[src/rtl/fetch_decode.sv]
// Instruction fetch and decode stage of the 8-bit processor.
//
// Holds the program counter, reads one word per fetch from synchronous program
// memory (data valid the cycle after pm_rd), classifies the opcode and presents
// the instruction plus decoded fields to the execute stage over valid/ready.
// Branch redirects discard any in-flight or held instruction; HALT is sticky
// until reset.
//
// Ports:
//   clk, reset            system clock, synchronous active-high reset
//   pm_addr, pm_rd        program memory address / read strobe
//   pm_data               program memory read data
//   instruction           captured instruction word
//   opcode, rd, rs, imm   slices of instruction
//   instr_valid           instruction offered to the execute stage
//   instr_ready           execute stage accepts this cycle
//   branch_en/addr        redirect request and target
//   illegal_op            one-cycle pulse when an undefined opcode is dropped
//   halted                HALT reached
module fetch_decode #(
  parameter int unsigned           ADDR_W   = 8,
  parameter logic [ADDR_W-1:0]     RESET_PC = '0
) (
  input  logic              clk,
  input  logic              reset,
  output logic [ADDR_W-1:0] pm_addr,
  output logic              pm_rd,
  input  logic [7:0]        pm_data,
  output logic [7:0]        instruction,
  output logic [3:0]        opcode,
  output logic [1:0]        rd,
  output logic [1:0]        rs,
  output logic [3:0]        imm,
  output logic              instr_valid,
  input  logic              instr_ready,
  input  logic              branch_en,
  input  logic [ADDR_W-1:0] branch_addr,
  output logic              illegal_op,
  output logic              halted
);

  typedef enum logic [2:0] {
    StIdle,
    StFetch,
    StWait,
    StIssue,
    StHalt
  } state_e;

  state_e            state_q, state_d;
  logic [ADDR_W-1:0] pc_q, pc_d;
  logic [7:0]        instr_q, instr_d;
  logic              pm_rd_q, valid_q, illegal_q, halted_q;
  logic              illegal_d;

  // Opcode classification of the word arriving from program memory.
  logic op_legal, op_halt;

  always_comb begin
    op_legal = 1'b0;
    op_halt  = 1'b0;
    unique case (pm_data[7:4])
      4'b0000, 4'b0001, 4'b0011, 4'b0100, 4'b1100: op_legal = 1'b1;
      4'b1111:                                     op_halt  = 1'b1;
      default:                                     ;
    endcase
  end

  always_comb begin
    state_d   = state_q;
    pc_d      = pc_q;
    instr_d   = instr_q;
    illegal_d = 1'b0;
    unique case (state_q)
      StIdle: begin
        state_d = StFetch;
        if (branch_en) pc_d = branch_addr;
      end
      StFetch: begin
        if (branch_en) begin
          pc_d    = branch_addr;
          state_d = StFetch;
        end else begin
          state_d = StWait;
        end
      end
      StWait: begin
        if (branch_en) begin
          // Redirect wins: the arriving word is dropped without side effects.
          pc_d    = branch_addr;
          state_d = StFetch;
        end else begin
          instr_d = pm_data;
          pc_d    = pc_q + ADDR_W'(1);
          if (op_halt) begin
            state_d = StHalt;
          end else if (op_legal) begin
            state_d = StIssue;
          end else begin
            illegal_d = 1'b1;
            state_d   = StFetch;
          end
        end
      end
      StIssue: begin
        // A branch alongside instr_ready still counts as an accept; either way
        // the held instruction is retired and fetch restarts.
        if (branch_en) begin
          pc_d    = branch_addr;
          state_d = StFetch;
        end else if (instr_ready) begin
          state_d = StFetch;
        end
      end
      StHalt: begin
        state_d = StHalt;
      end
      default: begin
        state_d = StIdle;
      end
    endcase
  end

  // Strobes are registered from the next state so every output is a flop.
  always_ff @(posedge clk) begin
    if (reset) begin
      state_q   <= StIdle;
      pc_q      <= RESET_PC;
      instr_q   <= 8'h00;
      pm_rd_q   <= 1'b0;
      valid_q   <= 1'b0;
      illegal_q <= 1'b0;
      halted_q  <= 1'b0;
    end else begin
      state_q   <= state_d;
      pc_q      <= pc_d;
      instr_q   <= instr_d;
      pm_rd_q   <= (state_d == StFetch);
      valid_q   <= (state_d == StIssue);
      illegal_q <= illegal_d;
      halted_q  <= (state_d == StHalt);
    end
  end

  assign pm_addr     = pc_q;
  assign pm_rd       = pm_rd_q;
  assign instruction = instr_q;
  assign opcode      = instr_q[7:4];
  assign rd          = instr_q[3:2];
  assign rs          = instr_q[1:0];
  assign imm         = instr_q[3:0];
  assign instr_valid = valid_q;
  assign illegal_op  = illegal_q;
  assign halted      = halted_q;

endmodule

[config.mk]
export PLATFORM = sky130hd
export DESIGN_NAME = fetch_decode
export DESIGN_NICKNAME = d
export VERILOG_FILES = /design/src/rtl/fetch_decode.sv
export SDC_FILE = /design/constraint.sdc
export NUM_CORES = 1
export LEC_CHECK = 0
export ABC_AREA = 1
export BUFFER_PORTS_ARGS = -buffer_cell sky130_fd_sc_hd__buf_2
export CAP_MARGIN = 25
export CORE_MARGIN = 2
export CORE_UTILIZATION = 25
export DETAILED_ROUTE_END_ITERATION = 10
export GPL_ROUTABILITY_DRIVEN = 0
export PLACE_DENSITY = 0.54
export SETUP_SLACK_MARGIN = 0.15
export SLEW_MARGIN = 40
export SYNTH_ARGS = -nofsm -noshare
export SYNTH_HDL_FRONTEND = slang
export SYNTH_SLANG_ARGS = --single-unit
[constraint.sdc]
create_clock -name clk -period 2.4 [get_ports clk]
set_input_delay 0.12 -clock clk [delete_from_list [all_inputs] [get_ports clk]]
set_output_delay 0.12 -clock clk [all_outputs]
set_load 0.05 [all_outputs]
==> results of run 1 <==
-- layout make-up --
type | instances | area, um2 | area share (%)
Sequential cell | 23 | 460 | 30.4
Inverter | 33 | 124 | 8.17
Tap cell | 67 | 83.8 | 5.53
Timing Repair Buffer | 51 | 255 | 16.8
Clock inverter | 1 | 5.00 | 0.330
Clock buffer | 3 | 41.3 | 2.72
Multi-Input combinational cell | 119 | 547 | 36.1
-- synth_stat cells --
master    instances
a21o_1            1
inv_1            30
a31oi_1           1
o21ai_2           1
buf_4            12
nor2_2            2
buf_2             2
xor2_1            1
ha_1              1
buf_6             3
o21ai_0          18
nand2_2           1
nand2_1          43
o211ai_1          1
o21ai_1           1
a21oi_2           1
nor2_1           25
nor3_1            1
inv_2             3
dfxtp_1          23
nand3_2           1
nand3_1          10
a21oi_1           9
o21bai_1          1
-- per-stage QoR --
stage               setup WS (ns)  power, mW  cell area, um2  hold WS, ns
CTS                         0.906      0.877            1520       0.0741
finish                      0.910      0.864            1520       0.0783
floorplan                   0.825      0.586            1260        0.255
detailed placement          0.922      0.630            1470        0.356
global route                0.728      0.912            1520       0.0802
global placement            0.976      0.630            1470        0.361
-- path summary, 6_finish.rpt --
kind | end | start | slack, ns
worst max register to register | pm_rd | state_q[1] | 0.91
worst min-delay path | instruction[0] | pm_data[0] | 0.08
worst max-delay path | pm_rd | state_q[1] | 0.91
worst min register to register | pm_addr[7] | pm_addr[7] | 0.51
-- worst register-to-register path: cells and delay by family, from the launching register on --
kind,cells,cell delay [ns]
buf+inv,3,0.25
flops,1,0.33
simple gates,6,0.81
-- state kept, by name, summed over array words and instances, names as in the netlist --
name and cells:
pm_addr 8, state_q 3, instruction 8, halted 1, pm_rd 1, illegal_op 1, instr_valid 1
-- cell families after synthesis --
logic type	synth area share [%]
xor gates and xnor gates	0.693
adders and majority gates	0.989
DFF	36.4
AOI/OAI and AO/OA	14.7
and+or+nand+nor	26.8
buffers and inverters	20.4
-- power by group through the flow --
stage | Combinational [mW] | Sequential (mW) | Clock, mW
finish | 0.199 | 0.420 | 0.245
global route | 0.217 | 0.425 | 0.269
CTS | 0.200 | 0.421 | 0.255
detailed placement | 0.200 | 0.430 | 0
global placement | 0.199 | 0.430 | 0
floorplan | 0.101 | 0.486 | 0
-- routing by layer --
layer	up-vias	share of wire (%)	GRT usage [%]
met5	-	0	0
met4	0	1.3	3.51
met3	4	2.7	1.47
met2	14	48	16.8
met1	522	48	13.9
li1	657	-	-
==> run summary, run 1 <==
Clk root buf: clkbuf_8
Total CTS buffers: 3
Comb power frac: 23.0%
Post-Synthesis Mean Instance Area: 6.59 um2
Setup violations, final: 0
Gr ovfl total: 0
DRT antenna net count: 0
CP max FO: 13
DP Cell Count: 293
Clock power frac: 28.4%
Drt drc: 0
Arrival time worst endpoint: 1.66 ns
Register area share after synthesis: 36.4%
Clock skew: 0.00473 ns
Number of global-route vias before repair: 1027
Post-Syn Instances: 192
Worst-Skew Late Latency: 0.26 ns
Syn_nets: 213
DR WL/cell: 9.73 um
CTS Sinks: 23
Tcrit/Tclk final: 62.1%
Pins Over Slew Limit: 0
Peak VDD IR: 0.164 mV
Worst Path Buf+Inv: 3
Leading area contributor after synthesis: dfxtp_1
Global-route wire length before repair: 4.50 mm
Sequential share of power: 48.6%
Post-synth top area share: 36.4%
Pleak: 0.853 nW
Worst Setup End Kind: flop
Die area: 5640 um2
Pint: 571 uW
CP Class: flop to flop
Core Region: 4790 um2
Layout Nets: 252
Synth Warn #: 0
Pre-antenna DRT Iters: 4
DRT iter0 DRCs: 49
# fillers: 527
Cts hold-fix bufs: 0
GRT Util Overall: 10.3%
Vias: 1197
Max Cap Viol: 0
Top post-synthesis cells by area: dfxtp_1, nand2_1, inv_1, nor2_1, o21ai_0
CP delay by family, top: simple AND/OR/NAND/NOR gates
Die width: 75.1 um
Clock transition at path regs: 0.09 ns
RSZ-0062 raised after global routing: no
Post-CTS Resized: 0
Slew margin rel.: 68.2%
Slowest stage delay, CP: 0.37 ns
Setup Buffers After CTS: 0
Fin crit period: 1.49 ns
Final Non-Filler Cells: 297
Mapped cell area: 1260 um2
Register-to-Register Path Depth: 9
Die Y: 75.1 um
WHS Path Cells: 3
Synth Register Bits: 23
Cell mode on critical path: nor2_1
Initial Utilization: 26.4%
Vias per inst: 4.03
Std cell rows: 25
Most frequent cells in the layout: buf_2, nand2_1, inv_1, nor2_1, dfxtp_1
Worst-path cell chain: inv_1, nor2_2, nand2_2, nor2_2, inv_2, nor2_1, nor2_1, inv_1, nor2_1
Largest net degree at the start of global routing: 15
Post-DP HPWL: 2.20 mm
CTS tree: done
Share of cells above drive strength 1: 27.8%
H-tree depth: 1
Switching share of power: 33.9%
CP required: 2.57 ns
I/O Buffers: 51
Worst hold-check path type: primary input to flop
Worst path slowest cell: nor2_2
Least-Margin Pin Slew: 0.476 ns
Inserted Diodes: 0
Outcome: complete, no violations
WL final: 2.89 mm
Commonest non-fill, non-tap cell in the layout: buf_2
Fmax achieved: 671 MHz
Final Hold Viols: 0
Netlist cell types: 24
# IOs: 52
Utilization after layout: 31.7%
Crit path launch type: flop
Sw power: 293 uW
Setup tns final: 0 ns
Critical Path Stages: 9
Initial antenna violation count: 0
PwrDens: 570 nW/um2
Longest Clk Path Bufs: 2
Syn-to-layout area delta: 19.9%
(Power assumes the default switching activity.)
==> run 2, diff against run 1 <==
clock period = 1.6 ns   (was 2.4 ns; I/O delays follow)
==> run 2 against run 1 <==
Compared with the run above: cell count increased by 0.34%; highest routed layer unchanged; clock power increased by 51%; first-iteration DRC count increased by 35%; sequential share of layout area decreased by 0.11 points; critical path depth decreased by 2; non-clock buffer count increased by 1; total power increased by 51%; critical endpoint is now pm_addr[4].
==> run summary, run 2 (synthesis results as in run 1) <==
Outcome: complete, no violations
Setup tns final: 0 ns
Pleak: 0.856 nW
Die width: 75.1 um
Cts hold-fix bufs: 0
Longest Clk Path Bufs: 2
DRT antenna net count: 0
CP required: 1.77 ns
Setup violations, final: 0
CP max FO: 14
WHS Path Cells: 3
PwrDens: 851 nW/um2
End of the worst register-to-register path: pm_addr[4]
DRT iter0 DRCs: 66
Max Cap Viol: 0
Share of cells above drive strength 1: 29.4%
Die area: 5640 um2
Peak VDD IR: 0.310 mV
Fin crit period: 1.31 ns
Commonest non-fill, non-tap cell in the layout: buf_2
# IOs: 52
CTS tree: done
Fmax achieved: 765 MHz
Number of global-route vias before repair: 1057
Initial antenna violation count: 0
GRT Util Overall: 10.7%
RSZ-0062 raised after global routing: yes
WL final: 2.88 mm
Std cell rows: 25
Inserted Diodes: 0
Drt drc: 0
Hold Path Sink: instruction[0]
# fillers: 549
R2R Path Start: state_q[2]
Post-DP HPWL: 2.20 mm
Vias per inst: 4.00
Total CTS buffers: 3
Most frequent cells in the layout: buf_2, nand2_1, inv_1, nor2_1, dfxtp_1
Hold_sp: pm_data[0]
H-tree depth: 1
Worst hold-check path type: primary input to flop
Tcrit/Tclk final: 81.8%
Slew margin rel.: 74.2%
Flop2flop setup slack: 0.29 ns
Least-Margin Pin Slew: 0.387 ns
Syn-to-layout area delta: 21.0%
DR WL/cell: 9.66 um
Clk root buf: clkbuf_8
Largest net degree at the start of global routing: 15
Arrival time worst endpoint: 1.48 ns
Clock transition at path regs: 0.09 ns
Die Y: 75.1 um
CTS Sinks: 23
Worst-Skew Late Latency: 0.27 ns
Initial Utilization: 26.4%
Pins Over Slew Limit: 0
I/O Buffers: 51
Min Hold Slack: 0.0388 ns
Final Hold Viols: 0
Crit path launch type: flop
Worst Setup End Kind: flop
Clock skew: 0.00477 ns
Gr ovfl total: 0
CP Class: flop to flop
Layout Nets: 253
Core Region: 4790 um2
Vias: 1192
Register-to-Register Path Depth: 7
Global-route wire length before repair: 4.64 mm
Pre-antenna DRT Iters: 4
## run 2: cell types whose count changed in the layout (fill, tap and decap cells not counted), sizes merged
cell,change
clkinv,-1
buf,+1
clkbuf,+1
## run 2: metal layers
metal | up-vias | GRT usage [%] | wire (um)
li1 | 654 | - | -
met1 | 513 | 14.4 | 1400
met2 | 21 | 17.3 | 1340
met3 | 4 | 1.47 | 98
met4 | 0 | 4.09 | 43
met5 | - | 0 | 0
## run 2: what timing repair did
action                     4_1_cts  5_1_grt
setup endpoints to repair        0        6
buffers inserted                 0        0
resized for setup                0        2
hold endpoints to repair         0        0
## run 2: cell type report
class | instances | area [um2] | share of cell area, %
tap | 67 | 83.8 | 5.48
clock buffer | 4 | 45.0 | 2.94
sequential | 23 | 463 | 30.3
inverter | 33 | 124 | 8.09
timing repair buffer | 52 | 263 | 17.2
multi-input combinational | 119 | 552 | 36.1
## run 2: critical path: stages (launching register included)
cell and delay [ns]:
dfxtp_1 0.39, inv_2 0.07, nand2_1 0.11, nand3_2 0.24
nor2_1 0.16, nand2_1 0.06, a21oi_1 0.13, nor2_1 0.05
## run 2: worst max path at each step
stage | slack [ns] | to | depth (start not counted) | from
floorplan | 0.19 | pm_addr[7] | 7 | pm_addr[2]
global placement | 0.27 | pm_addr[4] | 8 | state_q[1]
detailed placement | 0.22 | pm_addr[4] | 8 | state_q[1]
CTS | 0.20 | pm_addr[4] | 8 | state_q[1]
global route | 0.12 | pm_addr[6] | 8 | state_q[2]
finish | 0.29 | pm_addr[4] | 7 | state_q[2]
## run 2: where the power goes
part / internal [mW] / switching [mW] / leakage (nW)
registers: 0.603 / 0.0284 / 0.189
clock network: 0.178 / 0.193 / 0.0228
logic: 0.0824 / 0.219 / 0.644
total: 0.863 / 0.440 / 0.856
## run 2: stage by stage
step	total power [mW]	cells	setup slack (ns)	instance area (um2)	utilization, %
2_1_floorplan	0.881	192	0.191	1270	-
3_3_place_gp	0.944	294	0.272	1480	30.9
3_5_place_dp	0.946	294	0.224	1480	30.9
4_1_cts	1.32	298	0.202	1530	31.9
5_1_grt	1.37	298	0.121	1530	32.0
6_report	1.30	298	0.292	1530	32.0
==> run 3, diff against run 2 <==
PLACE_DENSITY = 0.56   (was 0.54)
clock period = 1.1 ns   (was 1.6 ns; I/O delays follow)
==> run 3 against run 2 <==
Compared with the run above: sequential power increased by 47%; largest cell class unchanged; largest power group unchanged; critical path type unchanged; routed wire length up 13%; sequential share of layout area is 5.0 points lower; the run now ends with negative setup slack left; non-clock buffer count rose by 20.
==> run summary, run 3 (synthesis results as in run 1) <==
Outcome: finished with violations
Failing checks: negative setup slack
I/O Buffers: 51
Highest metal used: met4
Final Non-Filler Cells: 318
Gr ovfl total: 0
Setup ws final: -0.0797 ns
H-tree depth: 1
Setup tns final: -0.628 ns
Most frequent cells in the layout: nand2_1, inv_1, buf_2, nor2_1, clkbuf_4
Initial antenna violation count: 0
Vias per inst: 4.12
CP required: 1.30 ns
Pins Over Slew Limit: 0
Std cell rows: 25
# IOs: 52
Worst-Skew Late Latency: 0.27 ns
DP Cell Count: 303
Commonest non-fill, non-tap cell in the layout: nand2_1
GRT Util Overall: 11.6%
Die width: 75.1 um
Core Region: 4790 um2
Slew margin rel.: 67.9%
PwrDens: 1030 nW/um2
WL final: 3.27 mm
Flop2flop setup slack: -0.08 ns
Area occupied by registers: 502 um2
Peak VDD IR: 0.368 mV
Clock skew: 0.00314 ns
Arrival time worst endpoint: 1.38 ns
CTS tree: done
Pleak: 0.993 nW
DRT antenna net count: 0
Setup violations, final: 16
Fmax achieved: 848 MHz
Pre-antenna DRT Iters: 4
Layout Nets: 273
Multi-input logic area: 686 um2
RSZ-0062 raised after global routing: yes
Worst Path Buf+Inv: 2
Total CTS buffers: 3
Final Hold Viols: 0
Worst hold-check path type: primary input to flop
Max Cap Viol: 0
Drt drc: 0
Met3 WL: 213 um
CP delay by family, top: flip-flops
Vias: 1310
Metal-1 WL: 1.52 mm
Share of cells above drive strength 1: 48.6%
Pwr Total: 2.05 mW
Crit path launch type: flop
Clk root buf: clkbuf_8
Number of global-route vias before repair: 1136
Met2 Wirelength: 1.51 mm
Utilization after layout: 41.5%
CP Class: flop to flop
Fin area: 1980 um2
# fillers: 515
Worst Setup End Kind: flop
Largest net degree at the start of global routing: 15
Post-DP HPWL: 2.26 mm
Fin crit period: 1.18 ns
Dpl ws: -0.131 ns
CTS Sinks: 23
Tcrit/Tclk final: 107%
Global-route wire length before repair: 5.02 mm
Cell Area, Placed: 1640 um2
Min Hold Slack: 0.0247 ns
DR WL/cell: 10.3 um
CP max FO: 8
Die Y: 75.1 um
Initial Utilization: 26.4%
Clock transition at path regs: 0.08 ns
Least-Margin Pin Slew: 0.476 ns
Syn-to-layout area delta: 56.9%
DRT iter0 DRCs: 42
Inserted Diodes: 0
Longest Clk Path Bufs: 2
Worst-path cell chain: inv_6, nand2_4, nand3_4, buf_6, o21ai_2, nand2_1, a21oi_2
Die area: 5640 um2
Slowest stage delay, CP: 0.39 ns
Worst path slowest cell: dfxtp_4
-- run 3: cell count changes in the layout (fill, tap and decap cells not counted), sizes merged --
cell / previous run / this run
buf: 52 / 54
clkbuf: 4 / 19
dlygate4sd3: 0 / 3
-- run 3: timing repair --
action	in CTS	in global routing
hold buffers	3	0
resized for setup	34	34
buffers inserted	4	4
endpoints found under the setup margin	30	41
cloned	0	0
endpoints found under the hold margin	3	0
pin swaps	6	4
-- run 3: area by class of cell --
class                           instances  share of cell area (%)
Clock buffer                            4                    2.27
Inverter                               33                    6.62
Multi-Input combinational cell        119                    34.6
Sequential cell                        23                    25.3
Tap cell                               67                    4.22
Timing Repair Buffer                   72                    27.0
-- run 3: report_power, final --
group	leakage [nW]	switching, mW	total [mW]	internal [mW]
logic	0.772	0.367	0.593	0.226
registers	0.198	0.0510	0.927	0.876
clock network	0.0228	0.269	0.528	0.259
-- run 3: final timing paths --
kind                    end  startpoint  depth (start not counted)
max              pm_addr[3]  state_q[2]                          7
min          instruction[0]  pm_data[0]                          3
max reg2reg      pm_addr[3]  state_q[2]                          7
min reg2reg      pm_addr[7]  pm_addr[7]                          2
-- run 3: worst min-delay path, cell delays in order --
cell and delay [ns]:
buf_2 0.10, nor2_4 0.04, nor2_1 0.07
-- run 3: metal layers --
layer | GRT usage (%) | vias up
met2 | 18.4 | 42
li1 | - | 698
met1 | 15.5 | 566
met4 | 4.09 | 0
met5 | 0 | -
met3 | 2.41 | 4
